**config.mk**
```make
export PLATFORM = sky130hd
export DESIGN_NAME = ppu_frame_ctrl_flat
export DESIGN_NICKNAME = d
export VERILOG_FILES = /design/src/rtl/ppu_frame_ctrl_if.sv /design/src/rtl/ppu_frame_ctrl.sv /design/src/flat_wrapper.sv
export SDC_FILE = /design/constraint.sdc
export NUM_CORES = 1
export LEC_CHECK = 0
export BUFFER_PORTS_ARGS = -buffer_cell sky130_fd_sc_hd__buf_2
export CAP_MARGIN = 20
export CORE_MARGIN = 2
export CORE_UTILIZATION = 45
export DETAILED_ROUTE_END_ITERATION = 8
export GPL_TIMING_DRIVEN = 0
export HOLD_SLACK_MARGIN = 0.06
export MAX_ROUTING_LAYER = met4
export PLACE_DENSITY_LB_ADDON = 0.08
export SLEW_MARGIN = 20
export SYNTH_ARGS = -nofsm -noshare
export SYNTH_HDL_FRONTEND = slang
export SYNTH_SLANG_ARGS = --single-unit
```
**constraint.sdc**
```tcl
create_clock -name clk -period 2.55 [get_ports clk]
set_input_delay 0.51 -clock clk [delete_from_list [all_inputs] [get_ports clk]]
set_output_delay 0.51 -clock clk [all_outputs]
set_load 0.005 [all_outputs]
```
**src/rtl/ppu_frame_ctrl_if.sv**
```systemverilog
`default_nettype none
// ============================================================================
//  Module   : ppu_frame_ctrl_if
//  Brief    : Serial source handshake and PPU-side bus of ppu_frame_ctrl.
//  Revision : 1.0  initial release
// ============================================================================
interface ppu_frame_ctrl_if;
    logic       start;
    logic       src_bit;
    logic       src_vld;
    logic       src_rdy;
    logic       ppu_di;
    logic       ppu_di_vld;
    logic [3:0] sym_num;
    logic       busy;
    logic       frame_done;
    logic       err;

    modport master (
        output start, src_bit, src_vld,
        input  src_rdy, ppu_di, ppu_di_vld, sym_num, busy, frame_done, err
    );

    modport slave (
        input  start, src_bit, src_vld,
        output src_rdy, ppu_di, ppu_di_vld, sym_num, busy, frame_done, err
    );
endinterface
`default_nettype wire

```
**src/rtl/ppu_frame_ctrl.sv**
```systemverilog
`default_nettype none
// ============================================================================
//  Module   : ppu_frame_ctrl
//  Brief    : Frames a serial bit stream into PPU frames of FRAME_BITS bits,
//             tags each bit with its OFDM symbol index and aborts on long stalls.
//             Optional macro PPU_CTRL_STATS_EN adds frame/abort counters.
//  Revision : 1.0  initial release
// ============================================================================
module ppu_frame_ctrl #(
    parameter int FRAME_BITS = 8640,
    parameter int SYM_BITS   = 576,
    parameter int GAP_CYCLES = 4,
    parameter int STALL_MAX  = 16
) (
    input  logic            clk,
    input  logic            rst_n,
    ppu_frame_ctrl_if.slave bus
`ifdef PPU_CTRL_STATS_EN
    ,
    output logic [15:0]     frame_cnt,
    output logic [7:0]      abort_cnt
`endif
);

    localparam int c_NSYM = FRAME_BITS / SYM_BITS;
    localparam int c_BW   = (SYM_BITS > 1)   ? $clog2(SYM_BITS)   : 1;
    localparam int c_SW   = (STALL_MAX > 1)  ? $clog2(STALL_MAX)  : 1;
    localparam int c_GW   = (GAP_CYCLES > 1) ? $clog2(GAP_CYCLES) : 1;

    localparam logic [c_BW-1:0] c_BIT_LAST   = c_BW'(SYM_BITS - 1);
    localparam logic [3:0]      c_SYM_LAST   = 4'(c_NSYM - 1);
    localparam logic [c_SW-1:0] c_STALL_LAST = c_SW'(STALL_MAX - 1);
    localparam logic [c_GW-1:0] c_GAP_LAST   = c_GW'(GAP_CYCLES - 1);

    typedef enum logic [1:0] {
        S_IDLE = 2'd0,
        S_RUN  = 2'd1,
        S_GAP  = 2'd2
    } state_t;

    state_t          state_q,     state_d;
    logic [c_BW-1:0] bit_cnt_q,   bit_cnt_d;
    logic [3:0]      sym_cnt_q,   sym_cnt_d;
    logic [c_SW-1:0] stall_cnt_q, stall_cnt_d;
    logic [c_GW-1:0] gap_cnt_q,   gap_cnt_d;
    logic            ppu_di_q,    ppu_di_d;
    logic            ppu_di_vld_q, ppu_di_vld_d;
    logic [3:0]      sym_num_q,   sym_num_d;
    logic            frame_done_q, frame_done_d;
    logic            err_q,       err_d;
    logic            w_src_rdy;
    logic            w_accept;

    always_ff @(posedge clk or negedge rst_n) begin
        if (!rst_n) begin
            state_q      <= S_IDLE;
            bit_cnt_q    <= '0;
            sym_cnt_q    <= '0;
            stall_cnt_q  <= '0;
            gap_cnt_q    <= '0;
            ppu_di_q     <= 1'b0;
            ppu_di_vld_q <= 1'b0;
            sym_num_q    <= '0;
            frame_done_q <= 1'b0;
            err_q        <= 1'b0;
        end else begin
            state_q      <= state_d;
            bit_cnt_q    <= bit_cnt_d;
            sym_cnt_q    <= sym_cnt_d;
            stall_cnt_q  <= stall_cnt_d;
            gap_cnt_q    <= gap_cnt_d;
            ppu_di_q     <= ppu_di_d;
            ppu_di_vld_q <= ppu_di_vld_d;
            sym_num_q    <= sym_num_d;
            frame_done_q <= frame_done_d;
            err_q        <= err_d;
        end
    end

    always_comb begin
        state_d      = state_q;
        bit_cnt_d    = bit_cnt_q;
        sym_cnt_d    = sym_cnt_q;
        stall_cnt_d  = stall_cnt_q;
        gap_cnt_d    = gap_cnt_q;
        ppu_di_d     = ppu_di_q;
        ppu_di_vld_d = 1'b0;
        sym_num_d    = sym_num_q;
        frame_done_d = 1'b0;
        err_d        = 1'b0;
        w_src_rdy    = (state_q == S_RUN);
        w_accept     = w_src_rdy & bus.src_vld;

        case (state_q)
            S_IDLE: begin
                bit_cnt_d   = '0;
                sym_cnt_d   = '0;
                stall_cnt_d = '0;
                gap_cnt_d   = '0;
                if (bus.start) begin
                    state_d = S_RUN;
                end
            end

            S_RUN: begin
                if (w_accept) begin
                    // sym_num is captured from the count before this bit advances it
                    ppu_di_d     = bus.src_bit;
                    ppu_di_vld_d = 1'b1;
                    sym_num_d    = sym_cnt_q;
                    stall_cnt_d  = '0;
                    if (bit_cnt_q == c_BIT_LAST) begin
                        bit_cnt_d = '0;
                        if (sym_cnt_q == c_SYM_LAST) begin
                            sym_cnt_d    = '0;
                            gap_cnt_d    = '0;
                            frame_done_d = 1'b1;
                            state_d      = S_GAP;
                        end else begin
                            sym_cnt_d = sym_cnt_q + 4'd1;
                        end
                    end else begin
                        bit_cnt_d = bit_cnt_q + c_BW'(1);
                    end
                end else if (stall_cnt_q == c_STALL_LAST) begin
                    // this starved cycle brings the stall count to STALL_MAX
                    err_d       = 1'b1;
                    state_d     = S_IDLE;
                    bit_cnt_d   = '0;
                    sym_cnt_d   = '0;
                    stall_cnt_d = '0;
                end else begin
                    stall_cnt_d = stall_cnt_q + c_SW'(1);
                end
            end

            S_GAP: begin
                if (gap_cnt_q == c_GAP_LAST) begin
                    gap_cnt_d = '0;
                    state_d   = S_IDLE;
                end else begin
                    gap_cnt_d = gap_cnt_q + c_GW'(1);
                end
            end

            default: begin
                state_d = S_IDLE;
            end
        endcase
    end

    assign bus.src_rdy    = w_src_rdy;
    assign bus.ppu_di     = ppu_di_q;
    assign bus.ppu_di_vld = ppu_di_vld_q;
    assign bus.sym_num    = sym_num_q;
    assign bus.busy       = (state_q != S_IDLE);
    assign bus.frame_done = frame_done_q;
    assign bus.err        = err_q;

`ifdef PPU_CTRL_STATS_EN
    logic [15:0] frame_cnt_q;
    logic [7:0]  abort_cnt_q;

    // counted from the next-state pulses so totals move with the visible pulse
    always_ff @(posedge clk or negedge rst_n) begin
        if (!rst_n) begin
            frame_cnt_q <= '0;
            abort_cnt_q <= '0;
        end else begin
            if (frame_done_d) begin
                frame_cnt_q <= frame_cnt_q + 16'd1;
            end
            if (err_d) begin
                abort_cnt_q <= abort_cnt_q + 8'd1;
            end
        end
    end

    assign frame_cnt = frame_cnt_q;
    assign abort_cnt = abort_cnt_q;
`else
    // statistics counters are not built
`endif

endmodule
`default_nettype wire
```
**src/flat_wrapper.sv**
```systemverilog
// flat-port wrapper written by rule: the top's interface ports become plain ports
module ppu_frame_ctrl_flat 
#(
    parameter int FRAME_BITS = 8640,
    parameter int SYM_BITS   = 576,
    parameter int GAP_CYCLES = 4,
    parameter int STALL_MAX  = 16
)
  (clk, rst_n, bus_start, bus_src_bit, bus_src_vld, bus_src_rdy, bus_ppu_di, bus_ppu_di_vld, bus_sym_num, bus_busy, bus_frame_done, bus_err);
  ppu_frame_ctrl_if bus_i ();
  input  logic clk;
  input  logic rst_n;
  input wire logic [$bits(bus_i.start)-1:0] bus_start;
  input wire logic [$bits(bus_i.src_bit)-1:0] bus_src_bit;
  input wire logic [$bits(bus_i.src_vld)-1:0] bus_src_vld;
  output wire logic [$bits(bus_i.src_rdy)-1:0] bus_src_rdy;
  output wire logic [$bits(bus_i.ppu_di)-1:0] bus_ppu_di;
  output wire logic [$bits(bus_i.ppu_di_vld)-1:0] bus_ppu_di_vld;
  output wire logic [$bits(bus_i.sym_num)-1:0] bus_sym_num;
  output wire logic [$bits(bus_i.busy)-1:0] bus_busy;
  output wire logic [$bits(bus_i.frame_done)-1:0] bus_frame_done;
  output wire logic [$bits(bus_i.err)-1:0] bus_err;
  assign bus_i.start = bus_start;
  assign bus_i.src_bit = bus_src_bit;
  assign bus_i.src_vld = bus_src_vld;
  assign bus_src_rdy = bus_i.src_rdy;
  assign bus_ppu_di = bus_i.ppu_di;
  assign bus_ppu_di_vld = bus_i.ppu_di_vld;
  assign bus_sym_num = bus_i.sym_num;
  assign bus_busy = bus_i.busy;
  assign bus_frame_done = bus_i.frame_done;
  assign bus_err = bus_i.err;
  ppu_frame_ctrl #(.FRAME_BITS(FRAME_BITS), .SYM_BITS(SYM_BITS), .GAP_CYCLES(GAP_CYCLES), .STALL_MAX(STALL_MAX)) u_core (.clk(clk), .rst_n(rst_n), .bus(bus_i));
endmodule
```
* Word level (Yosys, flattened, before mapping)
Index checks and enable logic that the tools add are counted.
** Storage, ports and cells
- Output and inout bits :: 10
- Bits of input ports :: 5
- Register bits after elaboration :: 30
- Logic and storage cells :: 71
** Cells by class
- $add $sub $neg :: 4
- Equality and inequality tests :: 14
- Bitwise gates (word level) :: 1
- Reductions and logical operators :: 9
- Muxes and demuxes :: 33
** Operators by type and width (count)
- $mux 10 :: 3
- $mux 4 :: 6
- $mux 2 :: 10
- $pmux 10 s2 :: 1
- $pmux 4 s2 :: 2
- $pmux 2 s3 :: 2
- $add 10x1->10 const B :: 1
- $eq 10x10->1 const B :: 1
- $mux 1 :: 9
- $add 4x1->4 const B :: 2
- $eq 4x4->1 const B :: 2
- $ne 2x1->1 const B :: 4
- $ne 3x3->1 const B :: 2
- $reduce_and 5->1 :: 1
- $eq 2x2->1 const B :: 2
- $reduce_and 2->1 :: 2
- $reduce_and 4->1 :: 1
- $reduce_bool 2->1 :: 2
- $ne 3x1->1 const B :: 1
- $reduce_and 3->1 :: 1
- $reduce_bool 3->1 :: 1
- $add 2x1->2 const B :: 1
- $eq 2x1->1 const B :: 1
- $logic_not 2->1 :: 1
- other kinds (2) :: 2

* Depth between registers and ports, before layout
Gate-level depths: netlist (run 1).
- Depth in word-level cells :: 5
- Mapped depth :: 7
- Depth with buffers taken out :: 6

* Least setup slack after synthesis (run 1)
OpenSTA, ideal clock, no wires.
- Path kind :: register to register
- From :: register u_core.bit_cnt_q[6]
- To :: register u_core.sym_cnt_q[0]
- Clock period less this slack :: 1982 ps
- Slack :: 568 ps
- Path buffers :: 1
- Arrival time :: 1903 ps
- Cell stages (with the launch flop) :: 6
- Library setup time :: 79 ps
- Required time :: 2471 ps
- Cell sequence :: dfrtp_1 -> or4b_1 -> or3_1 -> buf_6 -> or4_4 -> mux2i_1
** On the way
- Cells in the longest elaborated chain, start to end :: 3
** Ends and longest elaborated chain
- start: declaration :: line ppu_frame_ctrl.sv:42 : logic [c_BW-1:0] bit_cnt_q, bit_cnt_d;
- start signal: assignment :: line ppu_frame_ctrl.sv:68 : bit_cnt_q <= bit_cnt_d;
- $eq 10x10->1 :: line ppu_frame_ctrl.sv:112 : if (bit_cnt_q == c_BIT_LAST) begin
- $ne 3x3->1 (no source line)
- $reduce_and 3->1 (no source line)
- end signal: assignment :: line ppu_frame_ctrl.sv:69 : sym_cnt_q <= sym_cnt_d;
- end: declaration :: line ppu_frame_ctrl.sv:43 : logic [3:0] sym_cnt_q, sym_cnt_d;
Every way passes these cells.
A chain may end at the register's enable or synchronous reset.

* Worst setup path after layout (run 1)
- From :: register u_core.stall_cnt_q[0]
- To :: register u_core.bit_cnt_q[8]
** On the way
- Cells in the longest elaborated chain, start to end :: 3
** Ends and longest elaborated chain
- start: declaration :: line ppu_frame_ctrl.sv:44 : logic [c_SW-1:0] stall_cnt_q, stall_cnt_d;
- start signal: assignment :: line ppu_frame_ctrl.sv:70 : stall_cnt_q <= stall_cnt_d;
- $eq 4x4->1 :: line ppu_frame_ctrl.sv:125 : end else if (stall_cnt_q == c_STALL_LAST) begin
- $ne 3x1->1 (no source line)
- $reduce_and 2->1 (no source line)
Every way passes these cells.

==> impl_metrics.tcl, run 1 <==
set metrics [dict create \
    finalSetupViolations 0 \
    p_leak_nw 0.752 \
    crit_fanout 10 \
    h-tree-depth 2 \
    yosysWarnings 0 \
    start_kind "register" \
    max-cap-violations 0 \
    rsz0062_at_grt "false" \
    ys_ff_latch 30 \
    grt_max_degree 31 \
    worst_r2r_path_depth 7 \
    die_h_um 61.1 \
    drt_wl_total_mm 3.02 \
    design.core.area_sq_um 3080 \
    path_common_cell "clkbuf_1" \
    routabilityCongestion 0.819 \
    tightest_slew_ns 0.638 \
    r2r_end "u_core.bit_cnt_q[8]" \
    slowest_delay_ns 0.44 \
    wire_per_inst_um 14.2 \
    crit_slowest_cell "clkbuf_1" \
    cts_hold_buf 0 \
    antenna_found_initial 0 \
    io_buffers 14 \
    cp-end-kind "register" \
    synth_cell_type_count 39 \
    netlist_instances 147 \
    required_ns 2.80 \
    cts.sinks 30 \
    cellPowerDensity_nw_per_um2 567 \
    switching_share_pct 27.5 \
    report.final.hold_viol_count 0 \
    p_clk_share_pct 31.3 \
    antenna_cells 0 \
    period_needed_ns 2.14 \
    period_share_pct 84.1 \
    startpoint "u_core.stall_cnt_q[0]" \
    dpl_cell_area_sq_um 1590 \
    grt_pass1_wl_mm 5.29 \
    firstDrtPassIters 4 \
    cts_buffers 5 \
    cts_setup_buffers 0 \
    dieArea_sq_um 3730 \
    overflow 0 \
    p_sw_mw 0.258 \
    drt-initial-drc-count 60 \
    synth_seq_area_share_pct 51.2 \
    drive_gt1_share_pct 17.2 \
    pwr-share-seq_pct 57.0 \
    fin_area_sq_um 1650 \
    post_cts_resized 0 \
    start_util_pct 47.7 \
    path_cells "ha_1 > nand3_1 > a21o_1 > clkbuf_1 > clkbuf_1 > o31ai_1 > a21oi_1" \
    ios 15 \
    fmax_mhz 466 \
    fin_util_pct 53.7 \
    grt_pass1_vias 1170 \
    rows 20 \
    tritoncts "built" \
    syn_area_per_cell_sq_um 9.98 \
    clk_latency_ns 0.33 \
    synthToLayoutAreaGrowth_pct 12.6 \
    synth_area_sq_um 1470 \
    drc 0 \
    r2r_slack_ns 0.41 \
    vias_per_cell 5.60 \
    relSlewSlack_pct 57.4 \
    layout.nets 178 \
    cts_buffer_depth 2 \
    ant_nets 0 \
    maxSlewViolCount 0 \
    dp_hpwl_mm 2.14 \
    fp.dieW_um 61.1 \
    grtUsageTotal_pct 20.0 \
    vias 1193 \
    setup_tns_ns 0 \
    status "complete, no violations" \
    pwr-share-comb_pct 11.7 \
    worstSetupEndpoint "u_core.bit_cnt_q[8]" \
    internal_power_mw 0.680 \
    path_clk_slew_ns 0.10 \
    peakVddDrop_mv 0.388 \
    skew_ns 0.0145 \
    hold_class "input pin to asynchronous set/reset pin" \
    syn_nets 157 \
    crit_arrival_ns 2.39 \
    criticalPathCategory "register to register" \
    root_buffer "clkbuf_4" \
    reg2reg_from "u_core.stall_cnt_q[0]" \
]
[stage by stage]
step	power [mW]	worst slack (ns)	hold slack (ns)	instances
2_1_floorplan	0.610	0.568	0.214	147
3_3_place_gp	0.649	0.441	0.452	205
3_5_place_dp	0.653	0.442	0.458	205
4_1_cts	0.946	0.373	0.210	213
5_1_grt	0.998	0.217	0.242	213
6_report	0.938	0.405	0.184	213
[area by class of cell]
class	count	area (sq um)
fillers	302	1430
flip-flops and latches	30	751
multi-input cells	108	676
repair buffers	14	70.1
clock buffers	7	55.1
well taps	44	55.1
plain buffers	5	26.3
inverters	4	15.0
clock inverters	1	5.00
[cells in the mapped netlist (all sizes together)]
cell    count  area share [%]
a211oi      2             1.0
a21o        2             1.0
a21oi       8             3.0
a22o        1            0.60
a22oi       2             1.0
a32o        1            0.68
and2        1            0.43
and3        2            0.85
buf         1            0.77
clkbuf      4             1.0
clkinv      1            0.26
dfrtp      30              51
ha          5             4.3
inv         3            0.77
mux2i       1            0.68
nand2      20             5.1
nand2b      1            0.43
nand3       7             2.4
nand3b      1            0.51
nand4       2            0.85
nand4b      1            0.60
nor2        7             1.8
nor2b       4             1.7
nor4        2            0.85
o211ai      1            0.51
o21ai      12             4.1
o221ai      1            0.60
o22ai       1            0.43
o311ai      2             1.2
o31ai       6             3.1
or2         2            0.85
or3         1            0.43
or3b        2             1.2
or4         6             3.4
or4b        1            0.68
xnor2       3             1.8
[layer usage]
layer  track usage, %  routed length (um)  share of wire, %  vias up
met1             25.3                1470                49      570
li1                 -                   -                 -      587
met2             29.3                1380                46       28
met4             9.63                  54               1.8        0
met5                -                   0                 0        -
met3             5.67                 112               3.7        8
[state kept, by name, summed over array words and instances (netlist names)]
signal                 count
u_core.bus.ppu_di          1
u_core.state_q             2
u_core.bus.frame_done      1
u_core.sym_cnt_q           4
u_core.bus.sym_num         4
u_core.stall_cnt_q         4
u_core.bit_cnt_q          10
u_core.bus.err             1
u_core.bus.ppu_di_vld      1
u_core.gap_cnt_q           2
[cell families after synthesis]
group | synth area share (%)
adders and majority gates | 4.26
muxes | 0.682
xor gates and xnor gates | 1.79
and+or+nand+nor | 22.1
AOI/OAI and AO/OA | 17.2
DFF | 51.2
buffers and inverters | 2.81
[placed cells by master, fill, tap and decap left out, types with 3 or more instances in the layout]
| cell type | netlist | layout |
|---|---|---|
| buf_2 | 0 | 14 |
| xnor2_1 | 3 | 3 |
| o31ai_1 | 6 | 6 |
| nand3_1 | 7 | 7 |
| ha_1 | 5 | 5 |
| nand2_1 | 20 | 20 |
| or4_1 | 4 | 4 |
| dfrtp_1 | 30 | 30 |
| inv_1 | 3 | 3 |
| clkbuf_1 | 4 | 5 |
| nor2b_1 | 4 | 4 |
| nor2_1 | 7 | 7 |
| o21ai_0 | 12 | 12 |
| clkbuf_4 | 0 | 5 |
| a21oi_1 | 7 | 7 |
[worst min path at each step]
stage / slack [ns] / endpoint / startpoint / cells past startpoint
finish: 0.18 / u_core.gap_cnt_q[1] / rst_n / 1
CTS: 0.21 / u_core.gap_cnt_q[0] / rst_n / 1
global route: 0.24 / u_core.gap_cnt_q[0] / rst_n / 1
global placement: 0.45 / u_core.bus.ppu_di / u_core.bus.ppu_di / 2
floorplan: 0.21 / u_core.bit_cnt_q[0] / rst_n / 0
detailed placement: 0.46 / u_core.bus.sym_num[2] / u_core.bus.sym_num[2] / 2
[power by group through the flow]
stage | combinational (mW) | clock [mW] | sequential [mW]
after CTS | 0.110 | 0.301 | 0.534
after detailed placement | 0.109 | 0 | 0.543
after global routing | 0.125 | 0.333 | 0.541
after floorplan | 0.0724 | 0 | 0.537
final | 0.109 | 0.293 | 0.535
after global placement | 0.107 | 0 | 0.542
[worst max-delay path: cells and delay by family (launching register included)]
kind,cells,cell delay [ns]
compound gates,3,0.43
buf+inv,2,0.75
simple gates,1,0.20
flops,1,0.43
fa+ha+maj,1,0.26
Note: power is estimated with default switching activity, not from simulation.
==> run 2: changes to the inputs <==
ABC_AREA = 1   (was unset)
clock period = 2.15 ns   (was 2.55 ns; I/O delays follow)
==> run 2 against run 1 <==
Against the previous run: sequential power grew 34%; die area grew 7.9%; clock power grew 20%; synthesized cell count grew 28%; hold slack lost 0.064 ns; synthesized area grew 8.4%; combinational power grew to 3.5 times the previous value; global-route usage shrank 2.1 points; count of clock-buffer cells in the layout is the same; wire length shrank 0.46%; total power grew 55%; clock skew shrank 0.0079 ns; highest routed layer unchanged.
==> impl_metrics.tcl, run 2 <==
set metrics [dict create \
    post_cts_resized 0 \
    synthXorXnorAreaFrac_pct 2.20 \
    p_sw_mw 0.516 \
    internal_power_mw 0.934 \
    whs_ns 0.120 \
    start_util_pct 47.3 \
    p_clk_share_pct 24.3 \
    fp.dieW_um 63.5 \
    synth_top_cell_by_area "dfrtp_1" \
    layout.nets 219 \
    crit_slowest_cell "dfrtp_1" \
    vias_per_cell 4.97 \
    relSlewSlack_pct 56.8 \
    cts_buffers 5 \
    synth_area_leaders "dfrtp_1 47%, nand2_1 13%, inv_1 5.4%" \
    start_kind "register" \
    synth_mux_area_share_pct 0 \
    path_clk_slew_ns 0.10 \
    setup_tns_ns 0 \
    async_flop_share_pct 100 \
    io_buffers 14 \
    reg2reg_from "u_core.stall_cnt_q[0]" \
    regArea_sq_um 751 \
    synth_edf_count 0 \
    peakVddDrop_mv 0.327 \
    design.core.area_sq_um 3360 \
    hold_class "input pin to asynchronous set/reset pin" \
    grtUsageTotal_pct 17.9 \
    synth-main-ff-cell "dfrtp_1" \
    antenna_found_initial 0 \
    switching_share_pct 35.6 \
    p_leak_nw 0.941 \
    tritoncts "built" \
    die_h_um 63.5 \
    criticalPathCategory "register to output pin" \
    synth_area_sq_um 1590 \
    ys_ff_latch 30 \
    netlist_instances 188 \
    dpl_cell_area_sq_um 1720 \
    h-tree-depth 2 \
    worst-path-buf-inv 2 \
    drc 0 \
    cts_setup_buffers 0 \
    synthSimpleGateAreaFrac_pct 32.1 \
    yosysWarnings 0 \
    n_fill_cell 354 \
    rsz0062_at_grt "false" \
    period_share_pct 77.0 \
    crit_arrival_ns 1.23 \
    root_buffer "clkbuf_4" \
    synth_compound_area_share_pct 7.55 \
    ant_nets 0 \
    dieArea_sq_um 4030 \
    largest_reg_flops 10 \
    maxSlewViolCount 0 \
    yosys.area_share.adder_pct 3.93 \
    finalSetupViolations 0 \
    cts_hold_buf 0 \
    crit_fanout 7 \
    rows 21 \
    tightest_slew_ns 0.649 \
    grt_pass1_wl_mm 5.45 \
    dp_hpwl_mm 2.22 \
    cts.sinks 30 \
    drive_gt1_share_pct 20.0 \
    skew_ns 0.00658 \
    cp-end-kind "output pin" \
    vias 1272 \
    synth_cell_type_count 29 \
    cts_buffer_depth 2 \
    crit_family "flip-flops" \
    required_ns 1.72 \
    path_cells "nor2_1 > inv_1 > buf_2" \
    report.final.hold_viol_count 0 \
    synth_commonest_cells "54 x nand2_1, 30 x dfrtp_1, 23 x inv_1" \
    overflow 0 \
    synthToLayoutAreaGrowth_pct 11.8 \
    grt_max_degree 31 \
    syn_nets 198 \
    pwr-share-seq_pct 49.3 \
    fin_util_pct 52.9 \
    grt_pass1_vias 1261 \
    drt_wl_total_mm 3.01 \
    firstDrtPassIters 4 \
    slowest_delay_ns 0.49 \
    antenna_cells 0 \
    clk_latency_ns 0.32 \
    yosysTopAreaCellShare_pct 47.2 \
    mostFrequentLayoutCell "nand2_1" \
    yosysMostFrequentCell "nand2_1" \
    synth_seq_area_share_pct 47.2 \
    wire_per_inst_um 11.8 \
    fmax_mhz 604 \
    ios 15 \
    startpoint "u_core.state_q[0]" \
    regMostFlops "u_core.bit_cnt_q" \
    fin_area_sq_um 1780 \
    final_cell_mix "54 x nand2_1, 30 x dfrtp_1, 23 x inv_1" \
    routabilityCongestion 0.798 \
    status "complete, no violations" \
    max-cap-violations 0 \
    pwr-share-comb_pct 26.5 \
    syn_area_per_cell_sq_um 8.47 \
    synth_top_family_by_area "simple AND/OR/NAND/NOR gates" \
    cellPowerDensity_nw_per_um2 815 \
    multiInputGateArea_sq_um 728 \
    drt-initial-drc-count 68 \
    period_needed_ns 1.66 \
]
[run 2: routing by layer]
metal	up-vias	global-route usage (%)	wire [um]	part of all wire, %
met4	0	8.15	40	1.3
met3	4	3.75	111	3.7
met2	20	29.3	1450	48
li1	645	-	-	-
met5	-	-	0	0
met1	603	21.1	1410	47
[run 2: logic make-up after synthesis]
kind of cell / after synthesis
AOI/OAI and AO/OA: 18
xor gates and xnor gates: 4
adders and majority gates: 5
buffers and inverters: 27
DFF: 30
and+or+nand+nor: 104
[run 2: power groups by stage]
stage	combinational [mW]	clock (mW)	sequential (mW)
after detailed placement	0.393	0	0.726
after global routing	0.447	0.393	0.727
final	0.384	0.352	0.715
after floorplan	0.267	0	0.713
after global placement	0.383	0	0.720
after CTS	0.394	0.365	0.717
[run 2: cell type report]
type | instances | area share [%]
Sequential cell | 30 | 42.2
Inverter | 25 | 5.27
Timing Repair Buffer | 14 | 3.94
Multi-Input combinational cell | 131 | 40.9
Clock inverter | 1 | 0.281
Clock buffer | 7 | 3.09
Buffer | 2 | 1.05
Tap cell | 46 | 3.23
[run 2: path summary, 6_finish.rpt]
path / cells after the start / slack (ns) / endpoint
min in group clk: 3 / 0.31 / u_core.bus.ppu_di
max in group asynchronous: 1 / 1.61 / u_core.gap_cnt_q[0]
max reg2reg: 8 / 0.54 / u_core.bit_cnt_q[2]
min: 1 / 0.12 / u_core.bit_cnt_q[9]
max: 3 / 0.49 / bus_busy
min reg2reg: 2 / 0.48 / u_core.bus.ppu_di
[run 2: metrics by stage]
| step | worst slack, ns | total power [mW] | std cells |
|---|---|---|---|
| 4_1_cts | 0.465 | 1.48 | 256 |
| 2_1_floorplan | 0.782 | 0.980 | 188 |
| 6_report | 0.495 | 1.45 | 256 |
| 5_1_grt | 0.374 | 1.57 | 256 |
| 3_5_place_dp | 0.537 | 1.12 | 248 |
| 3_3_place_gp | 0.563 | 1.10 | 248 |
==> run 3: changes to the inputs <==
ABC_AREA = 0   (was 1)
clock period = 1.6 ns   (was 2.15 ns; I/O delays follow)
==> run 3 against run 2 <==
Against the previous run: the flow now finishes with violations (setup timing); die area decreased by 7.3%; hold slack better by 0.086 ns; via count is 0.24% lower; largest cell class is now multi-input gates; total power grew 7.6%; sequential share of layout area shrank 2.8 points; clock skew is 0.0014 ns higher.
==> impl_metrics.tcl, run 3 (synthesized netlist as in run 1, its figures left out) <==
set metrics [dict create \
    firstDrtPassIters 4 \
    drive_gt1_share_pct 33.5 \
    startpoint "u_core.bit_cnt_q[7]" \
    start_kind "register" \
    dieArea_sq_um 3730 \
    met1_length_mm 1.52 \
    maxSlewViolCount 0 \
    fp.dieW_um 61.1 \
    relSlewSlack_pct 56.5 \
    fin_area_sq_um 1910 \
    dp_hpwl_mm 2.09 \
    required_ns 1.86 \
    mostFrequentLayoutCell "dfrtp_1" \
    crit_arrival_ns 2.21 \
    hold_class "input pin to register" \
    finalWorstSetupSlack_ns -0.354 \
    pwr-share-seq_pct 54.8 \
    h-tree-depth 2 \
    vias 1269 \
    crit_fanout 5 \
    whs_ns 0.207 \
    path_clk_slew_ns 0.09 \
    max-cap-violations 0 \
    criticalPathCategory "register to register" \
    status "finished, violations left" \
    die_h_um 61.1 \
    reg2reg_from "u_core.bit_cnt_q[7]" \
    fmax_mhz 512 \
    switching_share_pct 28.1 \
    rows 20 \
    worst_r2r_path_depth 4 \
    dpl_cell_area_sq_um 1590 \
    skew_ns 0.00800 \
    grtUsageTotal_pct 22.1 \
    period_share_pct 122 \
    drt-initial-drc-count 34 \
    p_clk_share_pct 29.9 \
    cts.sinks 30 \
    tightest_slew_ns 0.652 \
    cts_buffer_depth 2 \
    fin_util_pct 62.0 \
    n_fill_cell 269 \
    finalSetupViolations 15 \
    cts_buffers 5 \
    regMostFlops "u_core.bit_cnt_q" \
    drt_wl_total_mm 3.43 \
    grt_max_degree 31 \
    cp-end-kind "register" \
    r2r_slack_ns -0.35 \
    wl_met2_mm 1.73 \
    overflow 0 \
    antenna_found_initial 0 \
    setup_tns_ns -4.03 \
    vias_per_cell 5.54 \
    rsz0062_at_grt "true" \
    r2r_end "u_core.sym_cnt_q[0]" \
    ant_nets 0 \
    top_layer_used "met4" \
    grt_pass1_wl_mm 5.81 \
    layout.nets 194 \
    design.core.area_sq_um 3080 \
    antenna_cells 0 \
    largest_reg_flops 10 \
    p_sw_mw 0.439 \
    peakVddDrop_mv 0.515 \
    hold_path_startpoint "bus_start" \
    routed-wl-met3_um 138 \
    synthToLayoutAreaGrowth_pct 30.1 \
    violations "setup timing" \
    cellPowerDensity_nw_per_um2 817 \
    clk_latency_ns 0.33 \
    report.final.hold_viol_count 0 \
    worstSetupEndpoint "u_core.sym_cnt_q[0]" \
    drc 0 \
    final_cell_mix "29 x dfrtp_1, 20 x nand2_1, 15 x buf_4" \
    routabilityCongestion 0.836 \
    grt_pass1_vias 1264 \
    io_buffers 14 \
    internal_power_mw 1.12 \
    pwr-share-comb_pct 15.2 \
    period_needed_ns 1.95 \
    p_leak_nw 0.855 \
    ios 15 \
    start_util_pct 47.7 \
    tritoncts "built" \
    wire_per_inst_um 15.0 \
    root_buffer "clkbuf_4" \
]
## run 3: cell types whose count changed in the layout (fill, tap and decap cells not counted), moves of 4 or more
cell,change
nand2_1,-34
nand3_1,-11
or4_1,+4
a21oi_1,+4
buf_4,+14
inv_1,-20
o31ai_1,+6
nand4_1,-5
o21ai_1,+4
## run 3: layer usage
layer,track usage [%],up-vias
li1,-,621
met1,26.1,617
met2,36.0,26
met3,5.67,5
met4,8.39,0
met5,-,-
## run 3: final cells by class
type                    count  area, sq um  area share [%]
multi-input cells         109          787            41.2
flip-flops and latches     30          752            39.4
repair buffers             31          210            11.0
clock buffers               7         55.1            2.88
well taps                  44         55.1            2.88
plain buffers               3         26.3            1.38
inverters                   4         18.8           0.983
clock inverters             1         5.00           0.262
## run 3: power groups by stage
stage	Clock [mW]	Sequential (mW)	Combinational, mW
3_5_place_dp	0	0.867	0.180
5_1_grt	0.523	0.865	0.264
2_1_floorplan	0	0.856	0.116
4_1_cts	0.485	0.850	0.220
6_report	0.467	0.856	0.238
3_3_place_gp	0	0.864	0.171
## run 3: worst min-delay path by stage
stage,to,slack (ns),cells after the start
after floorplan,u_core.bit_cnt_q[0],0.02,0
after global placement,u_core.gap_cnt_q[1],0.38,1
after detailed placement,u_core.gap_cnt_q[0],0.39,1
after CTS,u_core.bus.ppu_di,0.18,3
after global routing,u_core.bus.ppu_di,0.21,3
final,u_core.state_q[0],0.21,3
## run 3: through the flow
stage / instances / power, mW / setup WS, ns
finish: 229 / 1.56 / -0.354
global route: 229 / 1.65 / -0.405
CTS: 226 / 1.55 / -0.438
detailed placement: 205 / 1.05 / -0.484
global placement: 205 / 1.04 / -0.477
floorplan: 147 / 0.973 / -0.381
## run 3: what timing repair did
item,4_1_cts,5_1_grt
setup buffers,12,4
gates cloned,1,0
setup endpoints to repair,19,21
pin swaps,6,2
hold endpoints to repair,30,0
gates resized for setup,18,13
hold buffers,1,0
## run 3: worst max-delay path, cell delays in order, from the launching register on
cell	delay [ns]
dfrtp_1	0.40
or4b_4	0.54
or3_4	0.38
or4_4	0.43
mux2i_1	0.14
